**config.mk**
```make
export PLATFORM = sky130hd
export DESIGN_NAME = plic_gateway
export DESIGN_NICKNAME = d
export VERILOG_FILES = /design/src/rtl/plic_gateway.sv
export SDC_FILE = /design/constraint.sdc
export NUM_CORES = 1
export LEC_CHECK = 0
export BUFFER_PORTS_ARGS = -buffer_cell sky130_fd_sc_hd__buf_4
export CAP_MARGIN = 20
export CORE_MARGIN = 2
export CORE_UTILIZATION = 55
export CTS_BUF_LIST = sky130_fd_sc_hd__clkbuf_8
export CTS_CLUSTER_SIZE = 10
export DETAILED_ROUTE_END_ITERATION = 6
export PLACE_DENSITY = 0.81
export SYNTH_ARGS = -nofsm -noshare
export SYNTH_HDL_FRONTEND = slang
export SYNTH_SLANG_ARGS = --single-unit
```
**constraint.sdc**
```tcl
create_clock -name plic_clock_i -period 1.15 [get_ports plic_clock_i]
set_input_delay 0.23 -clock plic_clock_i [delete_from_list [all_inputs] [get_ports plic_clock_i]]
set_output_delay 0.23 -clock plic_clock_i [all_outputs]
set_load 0.005 [all_outputs]
```
**src/rtl/plic_gateway.sv**
```systemverilog
// Interrupt gateway ahead of the PLIC core: one outstanding request per source, edge counting while busy.
// Optional PLIC_GW_SYNC_EN adds a two-flop synchronizer on irq_src_i for asynchronous peripheral lines.
module plic_gateway #(
    parameter int NSRC = 7,
    parameter int IDW  = 3,
    parameter int CNTW = 2
) (
    input  logic            plic_clock_i,
    input  logic            plic_reset_i,
    input  logic [NSRC-1:0] irq_src_i,
    input  logic [NSRC-1:0] edge_mode_i,
    input  logic            claim_valid_i,
    input  logic [IDW-1:0]  claim_id_i,
    input  logic            complete_valid_i,
    input  logic [IDW-1:0]  complete_id_i,
    output logic [NSRC-1:0] pending_o,
    output logic [NSRC-1:0] inflight_o
);

    // state  | meaning
    // S_IDLE | no request outstanding, waiting for level or counted edge
    // S_PEND | request presented to the PLIC core, awaiting claim
    // S_INFL | claimed, awaiting completion
    typedef enum logic [1:0] {
        S_IDLE = 2'd0,
        S_PEND = 2'd1,
        S_INFL = 2'd2
    } gw_state_e;

    localparam logic [CNTW-1:0] CNT_MAX = '1;

    gw_state_e       state_q [NSRC];
    gw_state_e       state_d [NSRC];
    logic [CNTW-1:0] cnt_q   [NSRC];
    logic [CNTW-1:0] cnt_d   [NSRC];

    logic [NSRC-1:0] irq_in;
    logic [NSRC-1:0] irq_q;
    logic [NSRC-1:0] irq_prev;
    logic [NSRC-1:0] rise;
    logic [NSRC-1:0] take;
    logic [NSRC-1:0] claim_hit;
    logic [NSRC-1:0] complete_hit;

`ifdef PLIC_GW_SYNC_EN
    logic [NSRC-1:0] sync_s1;
    logic [NSRC-1:0] sync_s2;

    always_ff @(posedge plic_clock_i) begin
        if (plic_reset_i) begin
            sync_s1 <= '0;
            sync_s2 <= '0;
        end else begin
            sync_s1 <= irq_src_i;
            sync_s2 <= sync_s1;
        end
    end

    assign irq_in = sync_s2;
`else
    assign irq_in = irq_src_i;
`endif

    assign rise = irq_q & ~irq_prev;

    always_ff @(posedge plic_clock_i) begin
        if (plic_reset_i) begin
            irq_q    <= '0;
            irq_prev <= '0;
            for (int n = 0; n < NSRC; n++) begin
                state_q[n] <= S_IDLE;
                cnt_q[n]   <= '0;
            end
        end else begin
            irq_q    <= irq_in;
            irq_prev <= irq_q;
            for (int n = 0; n < NSRC; n++) begin
                state_q[n] <= state_d[n];
                cnt_q[n]   <= cnt_d[n];
            end
        end
    end

    // ID 0 never matches since source n is ID n+1; IDs above NSRC match nothing
    always_comb begin
        claim_hit    = '0;
        complete_hit = '0;
        for (int n = 0; n < NSRC; n++) begin
            claim_hit[n]    = claim_valid_i    && (claim_id_i    == IDW'(n + 1));
            complete_hit[n] = complete_valid_i && (complete_id_i == IDW'(n + 1));
        end
    end

    always_comb begin
        take = '0;
        for (int n = 0; n < NSRC; n++) begin
            state_d[n] = state_q[n];
            case (state_q[n])
                S_IDLE: begin
                    if (edge_mode_i[n]) begin
                        if (cnt_q[n] != '0) begin
                            state_d[n] = S_PEND;
                            take[n]    = 1'b1;
                        end
                    end else if (irq_q[n]) begin
                        state_d[n] = S_PEND;
                    end
                end
                S_PEND: if (claim_hit[n])    state_d[n] = S_INFL;
                S_INFL: if (complete_hit[n]) state_d[n] = S_IDLE;
                default: state_d[n] = S_IDLE;
            endcase
        end
    end

    // Rise and consumption in the same cycle cancel; the count only exists in edge mode
    always_comb begin
        for (int n = 0; n < NSRC; n++) begin
            cnt_d[n] = cnt_q[n];
            if (!edge_mode_i[n]) begin
                cnt_d[n] = '0;
            end else if (rise[n] && !take[n]) begin
                if (cnt_q[n] != CNT_MAX) cnt_d[n] = cnt_q[n] + CNTW'(1);
            end else if (take[n] && !rise[n]) begin
                cnt_d[n] = cnt_q[n] - CNTW'(1);
            end
        end
    end

    always_comb begin
        pending_o  = '0;
        inflight_o = '0;
        for (int n = 0; n < NSRC; n++) begin
            pending_o[n]  = (state_q[n] == S_PEND);
            inflight_o[n] = (state_q[n] == S_INFL);
        end
    end

endmodule

```
==> metrics <==
P_leak=around 0.0011 uW; Post-synth ARST share=0%; Tmin final=1.25 ns; crit path launch type=register; # fillers=between 200 and 300; Setup Viol. Count Final=14; DRC errors left=0; proportion of layout cells with a drive suffix above 1=32.8%; vias in the first global route=1,786; status=finished, violations left; synth warn=0; Sink Count=between 40 and 50; final core occ=76.5%; total gr overflow=0; crit path capture type=output pin; die height=66.3 um; clock buffer depth=2; syn_nets=277; CTS hold repair buffers=0; maximum clock rate=803 MHz; clk slew on worst S/H paths=approximately 0.080 ns; pre-CTS setup slack=-0.00817 ns; clk root buf=clkbuf_8; first-pass GRT wire length=between 7000 and 8000 um; GP Congestion=around 0.86; synth top area cells=dfxtp_1 39%, nor2b_1 10%, nor2_1 5.8%, a21oi_1 4.7%, nor3b_4 4.4%; commonest cells in the netlist=42 x dfxtp_1, 35 x nor2b_1, 33 x nor2_1, 20 x a21oi_1, 20 x nand2_1; total number of vias=1,936; pwr dens=~1200 nW/um^2; die extent in x=66.3 um; Mean Syn Cell Area=8.44 um^2; kind of critical path=register to output pin; Tot GR Track Use=about 22%; nets=between 300 and 400; Max-Cap Viols=0; Vias/cell=5.48; Final ANT Viol Nets=0; Final WS setup=-0.0953 ns; final period utilization=108%; initial DRC count=79; DR pass1 iterations=4; H-tree depth=2; Post-Syn Area=~2100 um^2; crit path max fanout=4; Core Area=about 3700 um^2; largest net degree at the start of global routing=16; HP Class=input port to register; Fin. Hold Viols=0; Worst VDD drop=0.000831 V; Synth area leader=dfxtp_1; failing checks=setup timing; cts bufs inserted=5; worst-skew pair later-pin latency=0.29 ns; Slew @ Worst Pin=approximately 0.40 ns; site row count=22; Final Slew Violations=0; sequential share of the synthesized area=39.4%; Worst Skew=0.00396 ns; number of synthesized flops with an enable pin=0; top-count cell post-synth=dfxtp_1; Syn Inst Count=253; Die ar.=4400 um^2; flop and latch count out of synthesis=42; initial antenna violation count=0; WP data arrival=1.02 ns; Port-buffer cells=37; IO Count=38; Yosys cell types=34; routed len/inst=13.4 um; area grow syn2layout=32.2%; critical path required time=0.92 ns; final WL=4740 um; ant diodes=0; Post-DP HPWL=about 3100 um; dominant synthesized flop cell=dfxtp_1; CTS tree=done; relative slew slack=73.6%; initial core utilization=57.9%; RSZ-0062 raised after global routing=yes; Yosys top cell area share=39.4%; R2R Setup Slk=-0.01 ns
-- final timing paths --
path,from,end,cells past startpoint
max,state_q[4][1],pending_o[4],2
min,irq_src_i[1],irq_q[1],2
max reg2reg,state_q[4][0],cnt_q[4][0],4
min reg2reg,state_q[6][1],state_q[6][0],1
-- routing by layer --
layer | track usage [%] | routed length, um | vias up
li1 | - | - | 993
met1 | 26.9 | 2020 | 896
met2 | 40.9 | 2480 | 41
met3 | 4.43 | 192 | 6
met4 | 5.36 | 43 | 0
met5 | 0 | 0 | -
-- cells in the final DEF, fill, tap and decap left out, types with 3 or more instances in the layout --
cell       synthesis  routed
a211oi_1           4       4
a21boi_0           5       3
a21oi_1           20      20
and3_1             6       6
buf_4              7      42
buf_6              0      12
clkbuf_8           0       5
dfxtp_1           42      25
dfxtp_2            0       4
dfxtp_4            0      13
nand2_1           20      20
nand2b_1          14      14
nand3_1            7       7
nand4_1            3       3
nand4b_1           3       3
nand4bb_1          3       3
nor2_1            33      32
nor2b_1           35      24
nor2b_4            0      10
nor3_1             6       6
nor3b_4            5       5
o2111a_1           3       3
o21ai_0            9       3
o21ai_1            0       6
o21bai_1           6       6
or3_1              3       3
-- registers in the layout, summed over array words and instances, names as in the netlist --
name / cells
cnt_q: 14
irq_q: 7
irq_prev: 7
state_q: 14
-- what timing repair did --
action                                  CTS  global route
endpoints found under the setup margin   14            28
pin swaps                                 0            13
resized for setup                        45            28
setup buffers                             6             8
-- through the flow --
stage | hold slack [ns] | TNS, ns | cell area [um^2] | power [uW] | instances
6_report | 0.146 | -0.511 | 2820 | 3330 | 353
5_1_grt | 0.138 | -1.36 | 2820 | 3490 | 353
4_1_cts | 0.141 | -0.540 | 2700 | 3280 | 345
3_5_place_dp | 0.446 | -0.00817 | 2430 | 2110 | 331
3_3_place_gp | 0.439 | 0 | 2430 | 2090 | 331
2_1_floorplan | 0.358 | 0 | 2130 | 1930 | 253
-- critical path, stage by stage, from the launching register on --
cell	delay, ns
dfxtp_4	0.37
and2b_2	0.24
buf_6	0.12
-- cell families after synthesis --
group           count (synthesis)  share of synthesized area (%)
buf+inv                        10                           3.11
flops                          42                           39.4
simple gates                  143                           39.4
compound gates                 57                           17.7
xor+xnor                        1                          0.410
-- layout make-up --
| class | count | area [um^2] | share of cell area, % |
|---|---|---|---|
| multi-input cells | 201 | 1310 | 46.4 |
| flip-flops and latches | 42 | 895 | 31.7 |
| repair buffers | 54 | 450 | 16.0 |
| clock buffers | 5 | 68.8 | 2.44 |
| well taps | 48 | 60.1 | 2.13 |
| clock inverters | 3 | 40.0 | 1.42 |
-- power by group --
part,internal (uW),switching (uW),total (uW)
Clock,639,493,1130
Sequential,1510,85.5,1600
Combinational,334,263,597
Total,2490,841,3330
(Power assumes the default switching activity.)
